**src/rtl/clause_checker_pkg.sv**
```systemverilog
// Shared sizing constants for the clause checker and its evaluators.
// The accumulator width guarantees the clause sum never wraps.
package clause_checker_pkg;

    localparam int NUMBER_OF_INTEGER_VARIABLES   = 2;
    localparam int BIT_WIDTH_OF_INTEGER_VARIABLE = 8;

    localparam int PRODUCT_WIDTH = 2 * BIT_WIDTH_OF_INTEGER_VARIABLE;
    localparam int ACC_WIDTH     = PRODUCT_WIDTH + $clog2(NUMBER_OF_INTEGER_VARIABLES + 1) + 1;

    localparam int COEF_BUS_WIDTH   = (NUMBER_OF_INTEGER_VARIABLES + 1) * BIT_WIDTH_OF_INTEGER_VARIABLE;
    localparam int ASSIGN_BUS_WIDTH = NUMBER_OF_INTEGER_VARIABLES * BIT_WIDTH_OF_INTEGER_VARIABLE;

    localparam int NUM_CLAUSES = 2;

endpackage

```
**src/rtl/clause_checker_clause_evaluator.sv**
```systemverilog
// Combinational evaluation of one linear clause sum(ak*yk) <= b.
// All fields are signed; products and the running sum are kept at full precision.
module clause_evaluator
    import clause_checker_pkg::*;
(
    input  logic [COEF_BUS_WIDTH-1:0]   in_coefficients,
    input  logic [ASSIGN_BUS_WIDTH-1:0] in_assignment,
    output logic                        out_satisfied
);

    localparam int N = NUMBER_OF_INTEGER_VARIABLES;
    localparam int W = BIT_WIDTH_OF_INTEGER_VARIABLE;

    logic signed [W-1:0]             bound;
    logic signed [ACC_WIDTH-1:0]     bound_ext;
    logic signed [PRODUCT_WIDTH-1:0] product   [N];
    logic signed [ACC_WIDTH-1:0]     prod_ext  [N];
    logic signed [ACC_WIDTH-1:0]     part_sum  [N+1];

    assign bound     = in_coefficients[W-1:0];
    assign bound_ext = {{(ACC_WIDTH-W){bound[W-1]}}, bound};
    assign part_sum[0] = '0;

    generate
        for (genvar gi = 0; gi < N; gi++) begin : g_term
            logic signed [W-1:0] coef;
            logic signed [W-1:0] var_val;

            assign coef     = in_coefficients[(gi+2)*W-1 : (gi+1)*W];
            assign var_val  = in_assignment[(gi+1)*W-1 : gi*W];
            assign product[gi]  = coef * var_val;
            // Explicit sign extension keeps the sum from ever wrapping.
            assign prod_ext[gi] = {{(ACC_WIDTH-PRODUCT_WIDTH){product[gi][PRODUCT_WIDTH-1]}}, product[gi]};
            assign part_sum[gi+1] = part_sum[gi] + prod_ext[gi];
        end
    endgenerate

    assign out_satisfied = (part_sum[N] <= bound_ext);

endmodule

```
**config.mk**
```make
export PLATFORM = sky130hd
export DESIGN_NAME = clause_evaluator
export DESIGN_NICKNAME = d
export VERILOG_FILES = /design/src/rtl/clause_checker_pkg.sv /design/src/rtl/clause_checker_clause_evaluator.sv
export SDC_FILE = /design/constraint.sdc
export NUM_CORES = 1
export LEC_CHECK = 0
export BUFFER_PORTS_ARGS = -buffer_cell sky130_fd_sc_hd__buf_4
export CAP_MARGIN = 20
export CORE_MARGIN = 4
export CORE_UTILIZATION = 65
export DETAILED_ROUTE_END_ITERATION = 6
export PLACE_DENSITY = 0.85
export SLEW_MARGIN = 20
export SYNTH_ARGS = -nofsm -noshare
export SYNTH_HDL_FRONTEND = slang
export SYNTH_SLANG_ARGS = --single-unit
```
**constraint.sdc**
```tcl
create_clock -name vclk -period 9.38
set_input_delay 0.938 -clock vclk [all_inputs]
set_output_delay 0.938 -clock vclk [all_outputs]
set_load 0.01 [all_outputs]
```
==> summary.md, run 1 <==
| Metric | Value |
|---|---|
| Cell taking the most area after synthesis | `fa_1` |
| Tot GR Track Use | `0.250` |
| Vias in the first global route | `4638` |
| IO Pins | `41` |
| Via-per-instance ratio | `5.46` |
| Req. time, crit path | `8.44 ns` |
| Critical path peak fanout | `8` |
| Setup bufs post-CTS | `0` |
| Finished Cell Area | `0.00623 mm^2` |
| Initial DRC Count | `190` |
| Worst Max-Slew Pin Slew | `0.508 ns` |
| Synth cell types | `35` |
| Crit path kind | `in -> out` |
| Post-synthesis cell count | `634` |
| Fmax | `122 MHz` |
| Final wirelength | `11.9 mm` |
| Crit path capture type | `output pin` |
| Cell Chain, Critical Path | `buf_4 > and2_1 > fa_1 > fa_1 > fa_1 > fa_1 > fa_1 > inv_1 > fa_1 > inv_1 > ha_1 > a2111o_1 > o21ai_1 > o21ai_0 > xor2_1 > ha_1 > nand4_1 > or4_1 > nor2_1 > a21oi_1 > o221ai_1 > buf_4` |
| Syn nets | `887` |
| Max-slew violation count | `0` |
| Core ar. | `0.00868 mm^2` |
| Site row count | `34` |
| Critical Path Start Type | `input port` |
| Initial Util | `0.667` |
| Port Buffers | `41` |
| Placed standard-cell area | `0.00623 mm^2` |
| CTS Hold Buffers Added | `0` |
| Max cap viols | `0` |
| Synth area leaders | `fa_1 (49%), ha_1 (15%), inv_1 (12%)` |
| Max incr delay on CP | `0.58 ns` |
| CP bufs+invs | `4` |
| First-pass GRT wire length | `20.6 mm` |
| DRC errors left | `0` |
| Mapped Avg Cell Area | `9.13 um^2` |
| Crit-path leading delay family | `adder cells` |
| Mapped cell area | `0.00579 mm^2` |
| Gpl congestion | `0.918` |
| RSZ-0062 raised after global routing | `no` |
| Total congestion overflow | `0` |
| Fraction of layout cells with a size suffix above 1 | `0.0623` |
| # nets final | `929` |
| Antenna violation net count after detailed routing | `0` |
| CLK BUF | `0` |
| Fin crit share | `0.872` |
| Vias | `4271` |
| Relative slew slack | `0.661` |
| Per-cell routed wire length | `15.2 um` |
| Die Wd | `102 um` |
| Final Critical Period | `8.18 ns` |
| Top-area cell type share of the netlist area | `0.495` |
| Worst EP arrival | `7.24 ns` |
| TNS Setup | `0 ns` |
| Final HPWL from detailed placement | `11.0 mm` |
| Die ar. | `0.0105 mm^2` |
| Post_cts resized | `0` |
| Most numerous cell on the critical path | `fa_1` |
| Initial antenna violation count | `0` |
| Number of synthesis warnings | `0` |
| Setup violators final | `0` |
| Seq_cells | `0` |
| Largest net degree at the start of global routing | `11` |
| Fill cells | `628` |
| Final Hold Vio Count | `0` |
| Commonest cells after routing, fill and taps aside | `inv_1 (183), fa_1 (143), ha_1 (70), and2_1 (66), nand2_1 (55)` |
| Outcome | `finished, final reports clean` |
| Initial DRT Pass Iterations | `4` |
| Hold crit path type | `in -> out` |
| Die height | `102 um` |
| Commonest non-fill, non-tap cell in the layout | `inv_1` |
| CP max stage cell | `fa_1` |
| Register area | `0 um^2` |
| Sequential element share of the synthesized area | `0` |
| N_diodes | `0` |
| Area growth, synth to finish | `7.59%` |
## final timing paths
kind / startpoint / end / slack (ns) / depth (start not counted)
worst min-delay path: in_coefficients[2] / out_satisfied / 2.66 / 7
worst max-delay path: in_coefficients[23] / out_satisfied / 1.20 / 22
## per-stage QoR
stage	hold WS, ns	utilization	worst slack [ns]	instances
detailed placement	2.65	0.717	1.20	782
global placement	2.65	0.717	1.41	782
CTS	2.66	0.717	1.18	782
finish	2.66	0.717	1.20	782
floorplan	2.43	-	1.83	634
global route	2.72	0.717	0.870	782
## cells by family after synthesis
| group | share of synthesized area |
|---|---|
| buf+inv | 0.120 |
| compound gates | 0.0588 |
| fa+ha+maj | 0.646 |
| simple gates | 0.142 |
| xor+xnor | 0.0333 |
## Yosys cell counts (all sizes together) (2+ instances only)
library cell  count
nor2b             3
o21a              3
a21oi            13
nor2             26
a2111o            2
inv             183
xnor2            18
ha               70
a211oi            2
or4               2
nand2            55
a21o              8
fa              143
o211ai            2
nand2b            3
and2             66
nand4             4
o21ai            10
nand3             3
xor2              4
## cell type report
class	instances	area, um^2	share of cell area
multi-input cells	449	5090	0.818
inverters	184	691	0.111
repair buffers	41	308	0.0494
well taps	108	135	0.0217
## routing by layer
layer	GRT usage	wire (um)
met4	0.0767	442
met5	0	0
met1	0.307	4210
met2	0.473	6620
met3	0.0137	633
Power of run 1 is not shown: default switching activity piles up to over one toggle a cycle in this logic, so the estimate is an artifact.
==> inputs of run 2 (changes only) <==
--- a/config.mk
+++ b/config.mk
@@ -7,10 +7,11 @@
 export LEC_CHECK = 0
 export BUFFER_PORTS_ARGS = -buffer_cell sky130_fd_sc_hd__buf_4
 export CAP_MARGIN = 20
+export CORE_ASPECT_RATIO = 1.25
 export CORE_MARGIN = 4
 export CORE_UTILIZATION = 65
 export DETAILED_ROUTE_END_ITERATION = 6
-export PLACE_DENSITY = 0.85
+export PLACE_DENSITY = 0.9
 export SLEW_MARGIN = 20
 export SYNTH_ARGS = -nofsm -noshare
 export SYNTH_HDL_FRONTEND = slang
==> run 2 against run 1 <==
Worst setup slack better by 0.019 ns. Wire length is 2.5% higher. First-iteration DRC count is 26% higher. Die area hardly changed.
==> summary.md, run 2 (synthesis gave the netlist of run 1 again) <==
| Metric | Value |
|---|---|
| Setup violators final | `0 (unchanged)` |
| Max cap viols | `0 (unchanged)` |
| Seq_cells | `0 (unchanged)` |
| Worst Max-Slew Pin Slew | `0.483 ns (-0.0245 ns)` |
| Crit path kind | `in -> out` |
| Met2 wire length | `7.08 mm (+7.0%)` |
| Final Hold Vio Count | `0 (unchanged)` |
| Commonest non-fill, non-tap cell in the layout | `inv_1` |
| Vias in the first global route | `4904 (+5.7%)` |
| Initial Util | `0.665 (-0.00173)` |
| Initial DRT Pass Iterations | `4 (unchanged)` |
| N_diodes | `0 (unchanged)` |
| Largest net degree at the start of global routing | `11 (unchanged)` |
| IO Pins | `41 (unchanged)` |
| Final HPWL from detailed placement | `11.1 mm (+1.4%)` |
| Per-cell routed wire length | `15.4 um (+0.91%)` |
| Worst EP arrival | `7.22 ns (-0.02 ns)` |
| First-pass GRT wire length | `21.1 mm (+2.6%)` |
| Fraction of layout cells with a size suffix above 1 | `0.0623 (unchanged)` |
| Antenna violation net count after detailed routing | `0 (unchanged)` |
| Area growth, synth to finish | `7.85%` |
| CLK BUF | `0 (unchanged)` |
| Final wirelength | `12.2 mm (+2.5%)` |
| Die ar. | `0.0105 mm^2 (about the same)` |
| RSZ-0062 raised after global routing | `no` |
| Initial antenna violation count | `0 (unchanged)` |
| DR top layer | `met4` |
| Initial DRC Count | `240 (+26%)` |
| Commonest cells after routing, fill and taps aside | `inv_1 (183), fa_1 (143), ha_1 (70), and2_1 (66), nand2_1 (55)` |
| Vias | `4346 (+1.8%)` |
| Relative slew slack | `0.678 (+0.0163)` |
| Site row count | `38 (+12%)` |
| Max-slew violation count | `0 (unchanged)` |
| Via-per-instance ratio | `5.47 (+0.22%)` |
| # nets final | `929 (unchanged)` |
| Die Wd | `92.4 um (-9.7%)` |
| Total congestion overflow | `0 (unchanged)` |
| Fin crit share | `0.870 (-0.00202)` |
| WL met3 | `522 um (-18%)` |
| Hold crit path type | `in -> out` |
| Setup bufs post-CTS | `0 (unchanged)` |
| Core ar. | `0.00870 mm^2 (+0.26%)` |
| Post_cts resized | `0 (unchanged)` |
| Req. time, crit path | `8.44 ns (about the same)` |
| Die height | `113 um (+11%)` |
| Gpl congestion | `0.931 (+1.4%)` |
| DRC errors left | `0 (unchanged)` |
| Post-Route M1 WL | `4.00 mm (-4.9%)` |
| Final Critical Period | `8.16 ns (-0.0190 ns)` |
| Critical path peak fanout | `8 (unchanged)` |
| Outcome | `finished, final reports clean` |
| Fmax | `123 MHz (+0.23%)` |
| CTS Hold Buffers Added | `0 (unchanged)` |
| Crit path capture type | `output pin` |
| Tot GR Track Use | `0.251 (about the same)` |
| Port Buffers | `41 (unchanged)` |
| TNS Setup | `0 ns (unchanged)` |
| Critical Path Start Type | `input port` |
| Register area | `0 um^2 (unchanged)` |
## run 2: worst max-delay path: stages
cell and delay [ns]:
buf_4 0.15, nand2_1 0.11, inv_1 0.10, fa_1 0.71, inv_1 0.13, fa_1 0.49, inv_1 0.05, fa_1 0.48
fa_1 0.50, fa_1 0.49, inv_1 0.05, fa_1 0.47, inv_1 0.04, ha_1 0.35, a21oi_1 0.28, nor2_1 0.09
a211oi_1 0.26, a32oi_1 0.16, xnor2_1 0.16, ha_1 0.34, nand4_1 0.08, or4_1 0.40, nor2_1 0.12, a21oi_1 0.05
o221ai_1 0.07, buf_4 0.15
## run 2: per-stage QoR
stage           util  worst slack, ns  instances  instance area (um^2)  hold WS (ns)
2_1_floorplan      -             1.83        634                  5790          2.43
3_3_place_gp   0.717             1.39        794                  6240          2.64
3_5_place_dp   0.717             1.25        794                  6240          2.65
4_1_cts        0.717             1.23        794                  6240          2.66
5_1_grt        0.717            0.842        794                  6240          2.77
6_report       0.717             1.22        794                  6240          2.65
## run 2: routing by layer
| metal | vias to the layer above | GRT usage |
|---|---|---|
| li1 | 1962 | - |
| met1 | 2193 | 0.281 |
| met2 | 142 | 0.492 |
| met3 | 49 | 0.0119 |
| met4 | 0 | 0.0991 |
| met5 | - | 0 |
## run 2: worst paths after layout
path / from / end / slack (ns) / cells after the start
max: in_assignment[1] / out_satisfied / 1.22 / 26
min: in_coefficients[2] / out_satisfied / 2.65 / 7
## run 2: layout make-up
type	instances	area [um^2]
Tap cell	120	150
Inverter	184	691
Fill cell	614	2460
Multi-Input combinational cell	449	5090
Timing Repair Buffer	41	308
Power of run 2 is left out for the same reason.
==> inputs of run 3 (changes only) <==
--- a/config.mk
+++ b/config.mk
@@ -5,13 +5,15 @@
 export SDC_FILE = /design/constraint.sdc
 export NUM_CORES = 1
 export LEC_CHECK = 0
+export ABC_AREA = 1
 export BUFFER_PORTS_ARGS = -buffer_cell sky130_fd_sc_hd__buf_4
 export CAP_MARGIN = 20
 export CORE_ASPECT_RATIO = 1.25
 export CORE_MARGIN = 4
-export CORE_UTILIZATION = 65
+export CORE_UTILIZATION = 66
 export DETAILED_ROUTE_END_ITERATION = 6
-export PLACE_DENSITY = 0.9
+export MAX_ROUTING_LAYER = met4
+export PLACE_DENSITY = 0.91
 export SLEW_MARGIN = 20
 export SYNTH_ARGS = -nofsm -noshare
 export SYNTH_HDL_FRONTEND = slang
==> run 3 against run 2 <==
Via count is 13% higher. Sequential cell count did not move. Maximum frequency grew 2.5%. First-iteration DRC count is 18% higher. Synthesized cell count is 30% higher. Wire length is 6.7% higher. Non-clock buffer count stayed put. Critical path depth rose by 3. Die area grew 5.8%. Final cell count up 20%. Worst setup slack better by 0.20 ns. Clock-buffer cell count is the same. Critical path type unchanged. Critical endpoint unchanged. Highest routed layer unchanged.
==> summary.md, run 3 <==
| Metric | Value |
|---|---|
| Worst Max-Slew Pin Slew | `0.434 ns (-0.0496 ns)` |
| CP max stage cell | `fa_1` |
| WL met3 | `396 um (-24%)` |
| Area growth, synth to finish | `5.53%` |
| Seq_cells | `0 (unchanged)` |
| First-pass GRT wire length | `22.9 mm (+8.6%)` |
| Vias | `4926 (+13%)` |
| RSZ-0062 raised after global routing | `no` |
| Crit path capture type | `output pin` |
| CLK BUF | `0 (unchanged)` |
| DRC errors left | `0 (unchanged)` |
| Via-per-instance ratio | `5.16 (-5.8%)` |
| Max-slew violation count | `0 (unchanged)` |
| Top-area cell type share of the netlist area | `0.458 (-0.0364)` |
| Tot GR Track Use | `0.270 (+0.0190)` |
| Commonest cells after routing, fill and taps aside | `inv_1 (271), nand2_1 (192), fa_1 (143), ha_1 (70), buf_4 (41)` |
| # nets final | `1087 (+17%)` |
| Setup violators final | `0 (unchanged)` |
| Final Critical Period | `7.97 ns (-0.196 ns)` |
| Worst EP arrival | `7.03 ns (-0.19 ns)` |
| Crit-path leading delay family | `adder cells` |
| CTS Hold Buffers Added | `0 (unchanged)` |
| Fill cells | `719 (+17%)` |
| Die Wd | `95.0 um (+2.8%)` |
| Post-Route M1 WL | `4.85 mm (+21%)` |
| Req. time, crit path | `8.44 ns (about the same)` |
| Post_cts resized | `0 (unchanged)` |
| Initial DRT Pass Iterations | `4 (unchanged)` |
| Max incr delay on CP | `0.75 ns (+0.04 ns)` |
| Met2 wire length | `7.21 mm (+1.7%)` |
| TNS Setup | `0 ns (unchanged)` |
| Hold crit path type | `in -> out` |
| Relative slew slack | `0.711 (+0.0327)` |
| Largest net degree at the start of global routing | `11 (unchanged)` |
| CP bufs+invs | `8 (+1)` |
| Gpl congestion | `0.920 (-1.2%)` |
| Initial Util | `0.681 (+0.0158)` |
| Final Hold Vio Count | `0 (unchanged)` |
| Critical Path Start Type | `input port` |
| Register area | `0 um^2 (unchanged)` |
| Mapped cell area | `0.00625 mm^2 (+7.9%)` |
| Per-cell routed wire length | `13.6 um (-11%)` |
| Final HPWL from detailed placement | `12.0 mm (+7.2%)` |
| Syn nets | `1075 (+21%)` |
| IO Pins | `41 (unchanged)` |
| Outcome | `finished, final reports clean` |
| Total congestion overflow | `0 (unchanged)` |
| Port Buffers | `41 (unchanged)` |
| Fmax | `126 MHz (+2.5%)` |
| Sequential element share of the synthesized area | `0 (unchanged)` |
| Die ar. | `0.0111 mm^2 (+5.8%)` |
| Commonest cells in the netlist | `inv_1 (271), nand2_1 (192), fa_1 (143)` |
| Most numerous cell on the critical path | `nand2_1` |
| Critical path peak fanout | `8 (unchanged)` |
| Core ar. | `0.00917 mm^2 (+5.4%)` |
| Post-synthesis cell count | `822 (+30%)` |
| Antenna violation net count after detailed routing | `0 (unchanged)` |
| N_diodes | `0 (unchanged)` |
| Initial antenna violation count | `0 (unchanged)` |
| Max cap viols | `0 (unchanged)` |
| Fraction of layout cells with a size suffix above 1 | `0.0637 (+0.00139)` |
| Final wirelength | `13.0 mm (+6.7%)` |
| Mapped Avg Cell Area | `7.60 um^2 (-17%)` |
| Cell taking the most area after synthesis | `fa_1` |
| Fin crit share | `0.849 (-0.0208)` |
| Die height | `117 um (+2.9%)` |
| Setup bufs post-CTS | `0 (unchanged)` |
| Number of synthesis warnings | `0 (unchanged)` |
| Site row count | `39 (+2.6%)` |
| Initial DRC Count | `284 (+18%)` |
| Synth area leaders | `fa_1 (46%), inv_1 (16%), ha_1 (14%)` |
| Vias in the first global route | `5335 (+8.8%)` |
| Count leader, synth | `inv_1` |
| Commonest non-fill, non-tap cell in the layout | `inv_1` |
| Synth cell types | `28 (-20%)` |
| DR top layer | `met4` |
| Crit path kind | `in -> out` |
run 3: cell count changes after synthesis, moves of 4 or more:
cell,change
clkbuf_1,+30
a21o_1,-5
a21oi_1,+4
inv_1,+88
and2_1,-65
nand3_1,+14
xor2_1,+4
nand2_1,+137
xnor2_1,-13
run 3: cell families (layout without fill, tap and decap cells):
logic type,count (synthesis),after routing,share of synthesized area
AO/OA/AOI/OAI,36,36,0.0343
adder cells (fa/ha/maj),213,213,0.599
buffers and inverters,304,314,0.183
XOR/XNOR,13,13,0.0182
AND/OR/NAND/NOR,256,256,0.166
run 3: final timing paths:
kind	endpoint	from	slack [ns]	cells after the start
max	out_satisfied	in_assignment[1]	1.41	29
min	out_satisfied	in_coefficients[0]	2.48	6
run 3: cell type report:
class	count	area, um^2	share of cell area
inverter	273	1020	0.155
multi-input combinational	518	5100	0.774
tap	123	154	0.0233
timing repair buffer	41	308	0.0467
run 3: metrics by stage:
| stage | instance area (um^2) | hold WS (ns) | util | setup WS, ns | cells |
|---|---|---|---|---|---|
| after floorplan | 6250 | 2.29 | - | 2.04 | 822 |
| after global placement | 6590 | 2.49 | 0.718 | 1.53 | 955 |
| after detailed placement | 6590 | 2.48 | 0.718 | 1.44 | 955 |
| after CTS | 6590 | 2.48 | 0.718 | 1.42 | 955 |
| after global routing | 6590 | 2.56 | 0.718 | 0.929 | 955 |
| final | 6590 | 2.48 | 0.718 | 1.41 | 955 |
run 3: routing by layer:
| metal | track usage | vias to the layer above |
|---|---|---|
| met5 | - | - |
| met4 | 0.104 | 0 |
| li1 | - | 2340 |
| met2 | 0.492 | 119 |
| met3 | 0.0142 | 46 |
| met1 | 0.311 | 2421 |
Power of run 3 is left out for the same reason.
